## config.mk

```make
export PLATFORM = sky130hd
export DESIGN_NAME = eig_sched
export DESIGN_NICKNAME = d
export VERILOG_FILES = /design/src/rtl/eig_sched.sv
export SDC_FILE = /design/constraint.sdc
export NUM_CORES = 1
export LEC_CHECK = 0
export CORE_AREA = 2 2 181 183
export CTS_CLUSTER_SIZE = 10
export DETAILED_ROUTE_END_ITERATION = 10
export DIE_AREA = 0 0 183 185
export PLACE_DENSITY = 0.65
export SYNTH_ARGS = -nofsm -noshare
export SYNTH_HDL_FRONTEND = slang
export SYNTH_SLANG_ARGS = --single-unit
```

## constraint.sdc

```tcl
create_clock -name clk -period 5.9 [get_ports clk]
set_input_delay 0.59 -clock clk [delete_from_list [all_inputs] [get_ports clk]]
set_output_delay 0.59 -clock clk [all_outputs]
set_load 0.01 [all_outputs]
```

## src/rtl/eig_sched.sv

```systemverilog
// eig_sched: round-robin front end that shares a single eigenvalue core
// between N_REQ requesters. One coefficient pair is in flight at a time. A
// WAIT-state counter bounds the core latency. Results are returned tagged
// with the owning requester ID.
module eig_sched #(
    parameter int N_REQ       = 4,
    parameter int ID_W        = (N_REQ > 1) ? $clog2(N_REQ) : 1,
    parameter int TIMEOUT_CYC = 1024
) (
    input  logic                     clk,
    input  logic                     rst_n,
    input  logic [N_REQ-1:0]         req_valid,
    input  logic [N_REQ*32-1:0]      req_a0,
    input  logic [N_REQ*32-1:0]      req_a1,
    output logic [N_REQ-1:0]         req_ready,
    output logic                     core_start,
    output logic signed [31:0]       core_a0,
    output logic signed [31:0]       core_a1,
    input  logic                     core_done,
    input  logic signed [31:0]       core_kappa,
    input  logic signed [31:0]       core_inv_kappa,
    input  logic [2:0]               core_regime,
    output logic                     res_valid,
    output logic [ID_W-1:0]          res_id,
    output logic signed [31:0]       res_kappa,
    output logic signed [31:0]       res_inv_kappa,
    output logic [2:0]               res_regime,
    output logic                     res_timeout,
    output logic                     busy
);

    // TIMEOUT_CYC >= 4, so TIMEOUT_CYC-1 always fits in clog2(TIMEOUT_CYC) bits
    localparam int               CNT_W    = $clog2(TIMEOUT_CYC);
    localparam logic [CNT_W-1:0] CNT_LAST = CNT_W'(TIMEOUT_CYC - 1);
    localparam logic [ID_W-1:0]  ID_LAST  = ID_W'(N_REQ - 1);

    typedef enum logic [1:0] {
        S_IDLE,
        S_ISSUE,
        S_WAIT,
        S_RESP
    } state_t;

    state_t           state;
    state_t           state_nxt;
    logic [ID_W-1:0]  rr_ptr;
    logic [ID_W-1:0]  cur_id;
    logic [ID_W-1:0]  gnt_idx;
    logic [ID_W-1:0]  hi_idx;
    logic [ID_W-1:0]  lo_idx;
    logic             hi_found;
    logic             gnt_found;
    logic [CNT_W-1:0] wait_cnt;
    logic             wait_last;

    assign wait_last = (wait_cnt == CNT_LAST);

    // Round-robin pick: the lowest valid index at or above rr_ptr wins.
    // Otherwise the lowest valid index overall wins, which is the wrap-around.
    always_comb begin
        hi_found = 1'b0;
        hi_idx   = '0;
        lo_idx   = '0;
        for (int i = N_REQ - 1; i >= 0; i--) begin
            if (req_valid[i]) begin
                lo_idx = ID_W'(i);
                if (ID_W'(i) >= rr_ptr) begin
                    hi_idx   = ID_W'(i);
                    hi_found = 1'b1;
                end
            end
        end
        gnt_found = |req_valid;
        gnt_idx   = hi_found ? hi_idx : lo_idx;
    end

    // State register
    always_ff @(posedge clk or negedge rst_n) begin
        if (!rst_n) begin
            state <= S_IDLE;
        end else begin
            state <= state_nxt;
        end
    end

    // Next-state and strobe outputs; acceptance is masked while reset is held
    always_comb begin
        state_nxt  = state;
        req_ready  = '0;
        core_start = 1'b0;
        res_valid  = 1'b0;
        busy       = (state != S_IDLE);
        case (state)
            S_IDLE: begin
                if (gnt_found) begin
                    state_nxt = S_ISSUE;
                    if (rst_n) begin
                        req_ready[gnt_idx] = 1'b1;
                    end
                end
            end
            S_ISSUE: begin
                core_start = 1'b1;
                state_nxt  = S_WAIT;
            end
            S_WAIT: begin
                if (core_done || wait_last) begin
                    state_nxt = S_RESP;
                end
            end
            S_RESP: begin
                res_valid = 1'b1;
                state_nxt = S_IDLE;
            end
            default: state_nxt = S_IDLE;
        endcase
    end

    // Accept: latch operands and owner ID, advance the pointer past the winner
    always_ff @(posedge clk or negedge rst_n) begin
        if (!rst_n) begin
            rr_ptr  <= '0;
            cur_id  <= '0;
            core_a0 <= '0;
            core_a1 <= '0;
        end else if (state == S_IDLE && gnt_found) begin
            rr_ptr  <= (gnt_idx == ID_LAST) ? '0 : gnt_idx + 1'b1;
            cur_id  <= gnt_idx;
            core_a0 <= req_a0[{gnt_idx, 5'b0} +: 32];
            core_a1 <= req_a1[{gnt_idx, 5'b0} +: 32];
        end
    end

    // Timeout counter: cleared on the start pulse, counts every WAIT cycle
    always_ff @(posedge clk or negedge rst_n) begin
        if (!rst_n) begin
            wait_cnt <= '0;
        end else if (state == S_ISSUE) begin
            wait_cnt <= '0;
        end else if (state == S_WAIT) begin
            wait_cnt <= wait_cnt + 1'b1;
        end
    end

    // Result capture on leaving WAIT; done takes priority over the timeout
    always_ff @(posedge clk or negedge rst_n) begin
        if (!rst_n) begin
            res_id        <= '0;
            res_kappa     <= '0;
            res_inv_kappa <= '0;
            res_regime    <= '0;
            res_timeout   <= 1'b0;
        end else if (state == S_WAIT) begin
            if (core_done) begin
                res_id        <= cur_id;
                res_kappa     <= core_kappa;
                res_inv_kappa <= core_inv_kappa;
                res_regime    <= core_regime;
                res_timeout   <= 1'b0;
            end else if (wait_last) begin
                res_id        <= cur_id;
                res_kappa     <= '0;
                res_inv_kappa <= '0;
                res_regime    <= '0;
                res_timeout   <= 1'b1;
            end
        end
    end

endmodule

```

### Yosys cells after proc, flatten, opt, wreduce, memory -nomap -nowiden

Cells that the tools add are included.

| word-level totals | value |
|---|---|
| word-level logic and storage cells | 81 |
| bits in registers | 150 |

| operators by class | value |
|---|---|
| shifts and indexed selects | 2 |
| $add $sub $neg | 2 |
| muxes and demuxes | 43 |
| equality and inequality tests | 7 |
| $lt $le $gt $ge | 6 |
| reduce and logical (&&, ||, !) cells | 10 |

Operators by type and width:

| cell | count |
|---|---|
| $shiftx A128 B8 Y32 | 2 |
| $mux W32 | 3 |
| $mux W2 | 18 |
| $mux W10 | 2 |
| $mux W1 | 13 |
| $mux W4 | 3 |
| $add A10 B1 Y10 const B | 1 |
| $eq A10 B10 Y1 const B | 1 |
| $pmux W2 S4 | 1 |
| $eq A2 B2 Y1 const B | 3 |
| $mux W3 | 2 |
| $reduce_bool A2 Y1 | 3 |
| $ge A1 B2 Y1 const A | 2 |
| $ge A2 B2 Y1 const A | 2 |
| $ne A2 B2 Y1 const B | 2 |
| $reduce_and A2 Y1 | 2 |
| $reduce_or A4 Y1 | 1 |
| $lt A2 B3 Y1 const B | 1 |
| $add A2 B1 Y2 const B | 1 |
| $demux W1 S2 | 1 |
| $eq A2 B1 Y1 const B | 1 |
| $ge A2 B1 Y1 const B | 1 |
| $logic_and A1 B1 Y1 | 2 |
| $logic_not A2 Y1 | 1 |
| $logic_or A1 B1 Y1 | 1 |

### Logic depth before layout (Yosys ltp)

| depth | value |
|---|---|
| depth in word-level cells | 17 |
| gate-level depth with buffers | 9 |
| mapped depth without buffers | 7 |

### Worst setup path before layout

No wires, ideal clock.

| timing | value |
|---|---|
| path kind | input-to-output |
| from | input req_valid[1] |
| to | output req_ready[0] |
| data arrival time | 1.931 ns |
| buffers on the path | 3 |
| path slack | 3.379 ns |
| stages | 8 |
| path through | mux2_4 o221a_4 inv_2 buf_6 buf_6 buf_8 ha_1 and3_1 |

| on the way | value |
|---|---|
| word-level cells in the longest chain between the ends | 11 |
| elaborated cells between the ends (all ways) | 18 |

Ends and longest elaborated chain:

| what | line | source |
|---|---|---|
| start: declaration | 12 | `input logic [N_REQ-1:0] req_valid,` |
| $mux W2 or $mux W1 (tied branches) | 65 | `if (req_valid[i]) begin` |
| $mux W2 or $mux W1 (tied branches) | 67 | `if (ID_W'(i) >= rr_ptr) begin` |
| $mux W2 or $mux W1 (tied branches) | 65 |  |
| $mux W2 | 74 | `gnt_idx = hi_found ? hi_idx : lo_idx;` |
| $lt A2 B3 Y1 (implied by the code) or $ge A2 B1 Y1 (tied branches) | 98 | `req_ready[gnt_idx] = 1'b1;` |
| $logic_and A1 B1 Y1 (implied by the code) | 98 |  |
| $mux W1 (implied by the code) | 98 |  |
| $demux W1 S2 | 98 |  |
| $mux W4 | 97 | `if (rst_n) begin` |
| $mux W4 * | 95 | `if (gnt_found) begin` |
| $mux W4 * | 93 | `case (state)` |
| end: declaration | 15 | `output logic [N_REQ-1:0] req_ready,` |

Mark *: on every way between the ends. The rest lies on a longest branch, timed or not.

### Worst setup path after layout

| timing | value |
|---|---|
| from | input req_valid[0] |
| to | output req_ready[0] |

| on the way | value |
|---|---|
| word-level cells in the longest chain between the ends | 9 |
| elaborated cells between the ends (all ways) | 13 |

Ends and longest elaborated chain:

| what | line |
|---|---|
| $mux W2 or $mux W1 (tied branches) | 65 |
| $mux W2 | 74 |
| $lt A2 B3 Y1 (implied by the code) or $ge A2 B1 Y1 (tied branches) | 98 |
| $logic_and A1 B1 Y1 (implied by the code) | 98 |
| $mux W1 (implied by the code) | 98 |
| $demux W1 S2 | 98 |
| $mux W4 | 97 |
| $mux W4 * | 95 |
| $mux W4 * | 93 |

Marked as above.

==> summary.md <==
| Metric | Value |
|---|---|
| Antenna violations before repair | `0` |
| Min cycle time layout | `3710 ps` |
| Initial DRC Count | `around 260` |
| Post-synth top area share | `around half` |
| Final TNS setup | `0 ps` |
| Xor/xnor cell area share of the yosys netlist | `0.354%` |
| H-tree depth | `4` |
| Share of cells above drive strength 1 | `7.58%` |
| Routed vias | `roughly 7,000` |
| Post-Syn Nets | `976` |
| PwrDens | `around 460 nW/um^2` |
| Post-synthesis sequential area ratio | `about 50%` |
| Final setup fails | `0` |
| Lkg Pwr | `roughly 5.4 nW` |
| Tcrit/Tclk final | `between 60% and 70%` |
| Clock Latency Late Sink | `about 420 ps` |
| Detailed-route DRC error count | `0` |
| Post-Synth Simple-Gate Area | `~4.2%` |
| Grt ovf | `0` |
| CP max stage cell | `clkdlybuf4s50_1` |
| #FFs+latches synth | `150` |
| Worst Setup Slack, final | `approximately 2200 ps` |
| Pint | `3.88 mW` |
| Compound-cell area share of the yosys netlist | `between 20 and 25%` |
| Clock power frac | `roughly a fifth` |
| Clock sink count | `150` |
| Hold Vio Cnt, Final | `0` |
| Final clock skew | `between 7 and 8 ps` |
| NetSw | `roughly 2.2 mW` |
| Starting Density | `between 20% and 30%` |
| Leading post-synthesis cells by cell area | `dfrtp_1 51%, mux2i_1 8.1%, a22o_1 7.9%, mux2_1 5.0%, mux2_2 4.7%` |
| Max frequency | `between 200 and 300 MHz` |
| Non-Filler Instances | `between 1,500 and 2,000` |
| Die Ht | `between 150 and 200 um` |
| Post-CTS Setup Bufs | `0` |
| Via/cell ratio | `4.67` |
| Largest family of logic cells by synthesized area | `compound AO/OA/AOI/OAI gates` |
| Crit. End Element | `output pin` |
| Distinct cells, synth | `between 40 and 50` |
| Post-Place Worst Slack | `approximately 2100 ps` |
| Placed inst area | `12,400 sq um` |
| Max-Cap Viols | `0` |
| First-pass GRT wire length | `42,600 um` |
| Hold Path Class | `primary input to async pin` |
| # IOs | `approximately 470` |
| Antenna-violating nets left | `0` |
| Critical Path Fanout Max | `between 40 and 50` |
| Post-CTS Resized | `0` |
| Detail Placement HPWL | `approximately 21,000 um` |
| Area leader, netlist | `dfrtp_1` |
| Crit-path max cell delay | `560 ps` |
| Mapped Cells | `roughly 640` |
| Core area | `between 30,000 and 40,000 sq um` |
| Drt pass-1 iters | `5` |
| Logic pwr share | `50.3%` |
| Die Wd | `183 um` |
| Num CTS Buffers | `17` |
| Layout Nets | `1,421` |
| Cell mode on critical path | `clkdlybuf4s50_1` |
| RSZ-0062 raised after global routing | `false` |
| Syn Area/Cell | `about 12 sq um` |
| Largest net degree at the start of global routing | `71` |
| Critical-path cell list | `clkdlybuf4s50_1 -> or3b_1 -> o221a_4 -> inv_6 -> ha_1 -> and3_1 -> clkdlybuf4s50_1` |
| GR Util All Layers | `16.5%` |
| Placed Cells | `approximately 1,500` |
| CTS root buffer | `clkbuf_16` |
| CP Launch Type | `primary input` |
| Die Area | `33,900 sq um` |
| Routed WL | `29,300 um` |
| Seq pwr share | `~30%` |
| Reg clk slew, reported paths | `70 ps` |
| CTS Hold Bufs | `0` |
| # port buffers | `470` |
| Adder-cell share of the synthesized area | `~1.5%` |
| Worst Path Required | `5310 ps` |
| Vias in the first global route | `around 7,300` |
| Slew HR | `between 20% and 30%` |
| Post-synthesis mux area share | `a little under a fifth` |
| VDD IR-drop max | `approximately 0.27 mV` |
| Final Wtd Congestion | `~0.8` |
| Worst Max-Slew Pin Slew | `roughly 1200 ps` |
| Critical path type | `primary input to output pin` |
| Worst endpoint data arrival time | `3120 ps` |
| TritonCTS clock tree | `done` |
| Design area | `~13,000 sq um` |
| Syn Std Cell Area | `about 7400 sq um` |
| Yosys warnings | `0` |
| Std cell rows | `66` |
| Final Slew Violations | `0` |
| Outcome | `complete, no violations` |
| P&R area growth vs syn | `76.2%` |
| Net Sw Frac | `36.0%` |
| Longest Clk Path Bufs | `2` |
| Routed wire per std cell | `~20 um` |
kinds of logic after synthesis:
kind of cell             after synthesis
buffers and inverters                 68
XOR/XNOR                               3
AND/OR/NAND/NOR                       62
flip-flops                           150
AO/OA/AOI/OAI                        220
multiplexers                         125
adder cells (fa/ha/maj)                9
path summary, 6_finish.rpt:
kind / from / to / slack, ps / cells past startpoint
max: req_valid[0] / req_ready[0] / 2190 / 7
min: rst_n / core_a1[19]$_DFFE_PN0P_ / 70 / 1
max reg2reg: state[0]$_DFFE_PN0P_ / core_a0[30]$_DFFE_PN0P_ / 2800 / 8
min reg2reg: cur_id[1]$_DFFE_PN0P_ / cur_id[1]$_DFFE_PN0P_ / 480 / 1
max in group asynchronous: rst_n / res_kappa[9]$_DFFE_PN0P_ / 3940 / 3
min in group clk: cur_id[1]$_DFFE_PN0P_ / cur_id[1]$_DFFE_PN0P_ / 480 / 1
state kept, by name, indices dropped and copies added, names as in the netlist:
signal,cells
core_a0,32
core_a1,32
res_inv_kappa,32
res_kappa,32
wait_cnt,10
res_regime,3
cur_id,2
res_id,2
rr_ptr,2
state,2
res_timeout,1
through the flow:
step	total power, mW	utilization (%)	hold WS [ps]
after floorplan	3.40	-	294
after global placement	4.87	38.8	453
after detailed placement	4.93	38.8	463
after CTS	6.16	40.8	55.1
after global routing	6.47	40.8	63.1
final	6.06	40.8	67.7
worst max-delay path: cells and delay by family:
kind / cells / cell delay [ps]
AND/OR/NAND/NOR: 2 / 530
buffers and inverters: 3 / 1550
AO/OA/AOI/OAI: 1 / 210
adder cells (fa/ha/maj): 1 / 230
area by class of cell:
type	instances	area [sq um]
Fill cell	3102	19000
Timing Repair Buffer	480	4780
Sequential cell	150	3750
Multi-Input combinational cell	419	3340
Tap cell	408	510
Clock buffer	18	429
Clock inverter	14	186
Inverter	14	57.6
Antenna cell	1	2.50
layout by cell type, fill, tap and decap left out, types with 4 or more instances in the layout:
cell type / n
mux2_1: 33
a21oi_1: 44
buf_4: 10
clkbuf_16: 17
o22ai_1: 33
mux2_2: 31
o21ai_1: 32
inv_6: 6
clkdlybuf4s50_1: 469
dfrtp_1: 150
ha_1: 9
mux2i_1: 60
clkinvlp_4: 4
inv_1: 13
a22oi_1: 31
and3_1: 6
a221o_1: 5
a22o_1: 67
nand2_1: 32
per-layer routing:
layer	GRT usage [%]	share of wire [%]	up-vias
li1	-	-	3296
met1	19.5	40	3393
met2	28.5	50	317
met3	6.19	9.2	16
met4	3.94	1.1	0
met5	0	0	-
power by group through the flow:
stage | clock network (mW) | logic (mW) | registers, mW
floorplan | 0 | 1.41 | 1.99
global placement | 0 | 3.05 | 1.82
detailed placement | 0 | 3.10 | 1.83
CTS | 1.23 | 3.10 | 1.83
global route | 1.27 | 3.30 | 1.89
finish | 1.18 | 3.05 | 1.83
cell usage after synthesis (all sizes together):
cell type  count
o22a           1
ha             9
inv           14
dfrtp        150
buf           16
o22ai         33
nand3          3
xnor2          1
a311oi         1
o221a          1
or3b           1
nor3           2
nor2           4
a22oi         31
a21oi         44
nand2b         2
mux2          65
nand3b         1
nor3b          3
nand4          2
nand2         32
mux2i         60
a21o           1
clkbuf        38
o21ai         35
nor4           1
and2           1
xor2           2
a221o          5
nor2b          2
a22o          67
and3           6
a21boi         1
and4           2
(Power assumes the default switching activity.)
==> patch: new RTL, config.mk and constraints unchanged <==
The parameter `TIMEOUT_CYC` goes from 1024 to 512.
--- a/src/rtl/eig_sched.sv
+++ b/src/rtl/eig_sched.sv
@@ -5,7 +5,7 @@
 module eig_sched #(
     parameter int N_REQ       = 4,
     parameter int ID_W        = (N_REQ > 1) ? $clog2(N_REQ) : 1,
-    parameter int TIMEOUT_CYC = 1024
+    parameter int TIMEOUT_CYC = 512
 ) (
     input  logic                     clk,
     input  logic                     rst_n,
Formal check against the unedited RTL: same outputs for any inputs over 4 cycles, from zero or initial values and one cycle with rst_n low; that may be too few to reach the edited logic, so the function may still have changed.
==> patch against the original RTL <==
  * Non-clock buffer count is 6 higher
  * Cell area is 4.6% higher
  * Sequential cell count is 1 lower
  * Total power is 4.0% higher
  * Synthesized area is 9.5% higher
  * Setup slack worse by 0.012 ns
  * Wire length is 11% higher
  * Register-to-register slack better by 0.06 ns
  * Highest routed layer unchanged
==> patch: results (changes against the original RTL) <==
* Synth area leaders: dfrtp_1, a211oi_2, a22o_1 (was dfrtp_1, mux2i_1, a22o_1)
* Largest net degree at the start of global routing at 71 (unchanged)
* Asr flop ratio synth at 100.0% (unchanged)
* Clock Skews at 0.01610 ns (was 0.007520 ns)
* Comb_multi_in at 471 (was 419)
* Syn Area/Cell at 11.42 um2 (was 11.64 um2)
* Worst EP arrival at 3.13 ns (was 3.12 ns)
* Num Clock Sinks at 149 (was 150)
* ClkCell Share at 4.137% (was 4.712%)
* Net total in the final layout at 1,473 (was 1,421)
* Fraction of area in registers at 27.28% (was 28.73%)
* Max incr delay on CP at 0.65 ns (was 0.56 ns)
* Max_slew headroom at 36.82% (was 22.88%)
* Inverters, non-clock at 11 (was 14)
* Status: completed (unchanged)
* Wire length per cell at 20.81 um (was 19.46 um)
* Worst r2r src: state[1] (was state[0])
* Share of cells above drive strength 1 at 11.14% (was 7.580%)
* Post-CTS sizing at 0 (unchanged)
* GPL Wtd Cong at 0.7758 (was 0.7775)
* CP Max Fanout at 38 (was 49)
* Vias per std cell at 5.033 (was 4.669)
* Fillers at 3,029 (was 3,102)
* Critical path's slowest cell: clkdlybuf4s50_1 (unchanged)
* Non-Clock Buffer Area Fraction at 35.30% (was 36.60%)
* # hold bufs at CTS at 0 (unchanged)
* N_diodes at 6 (was 1)
* Most frequent cells after synthesis: dfrtp_1, a22o_1, a211oi_2 (was dfrtp_1, a22o_1, mux2i_1)
* Netlist cell types at 44 (was 41)
* Dominant synthesized flop cell: dfrtp_1 (unchanged)
* CTS Buf Count at 17 (unchanged)
* Post-DP HPWL at 22,900 um (was 21,290 um)
* Leak at 5.403 nW (was 5.412 nW)
* Plain + repair buffers at 486 (was 480)
* Initial antenna violation count at 6 (was 0)
* Initial DRC Count at 333 (was 256)
* Reg clk slew, reported paths at 0.07 ns (about the same)
* First-pass GRT wire length at 49,050 um (was 42,590 um)
* Root Buffer: clkbuf_16 (unchanged)
* Later-pin clock latency in the skew report at 0.42 ns (about the same)
* CTS H-Tree Depth at 4 (unchanged)
* Non-filler instance count after layout at 1,563 (was 1,504)
* Sequential area share after synthesis at 45.92% (was 50.62%)
* Post CTS Setup Buffer Count at 0 (unchanged)
* 1st-pass router iterations at 4 (was 5)
* Crit path from: req_valid[3] (was req_valid[0])
* Synth warnings at 0 (unchanged)
* Syn_nets at 1,048 (was 976)
* Multi-input gate area at 3983 um2 (was 3343 um2)
* Worst hold path class: in -> async (unchanged)
* Place WS at 1.997 ns (was 2.112 ns)
* Number of global-route vias before repair at 8,351 (was 7,343)
* Maximum vdd drop at 0.2763 mV (was 0.2676 mV)
* Total global-route track usage at 18.79% (was 16.52%)
patch: critical path: cells and delay by family:
family / cells / cell delay [ns]
simple gates: 4 / 0.81
buf+inv: 3 / 1.70
patch: metrics by stage:
stage | cell area, um2 | utilization [%]
floorplan | 8120 | -
global placement | 13090 | 40.85
detailed placement | 13090 | 40.85
CTS | 13650 | 42.62
global route | 13670 | 42.65
finish | 13670 | 42.66
patch: logic make-up (layout without fill, tap and decap cells):
| logic type | after synthesis | in the layout | share of synthesized area [%] |
|---|---|---|---|
| compound gates | 249 | 249 | 27.53 |
| fa+ha+maj | 7 | 7 | 1.079 |
| buf+inv | 91 | 529 | 5.747 |
| other cells | 0 | 6 | 0 |
| flops | 149 | 149 | 45.92 |
| simple gates | 145 | 145 | 10.62 |
| xor+xnor | 2 | 2 | 0.2158 |
| mux | 68 | 68 | 8.891 |
patch: report_power, final:
group | internal (mW) | switching (mW) | leakage, nW
Clock | 0.557 | 0.518 | 0.271
Combinational | 1.76 | 1.66 | 3.33
Sequential | 1.52 | 0.289 | 1.80
patch: final timing paths:
path / end / cells after the start / slack [ns]
max in group asynchronous: res_kappa[28] / 3 / 4.00
worst max-delay path: req_ready[1] / 7 / 2.18
worst max register to register: core_a1[1] / 6 / 2.86
min in group clk: cur_id[1] / 2 / 0.51
worst min-delay path: core_a1[21] / 1 / 0.07
worst min register to register: cur_id[1] / 2 / 0.51
patch: metal layers:
| metal | vias to the layer above | share of wire, % | wire length [um] | track usage [%] |
|---|---|---|---|---|
| met3 | 46 | 7.1 | 2312 | 5.132 |
| met4 | 0 | 3.0 | 961 | 7.968 |
| met2 | 352 | 50 | 16150 | 32.20 |
| li1 | 3639 | - | - | - |
| met1 | 3829 | 40 | 13110 | 22.15 |
| met5 | - | 0 | 0 | 0 |
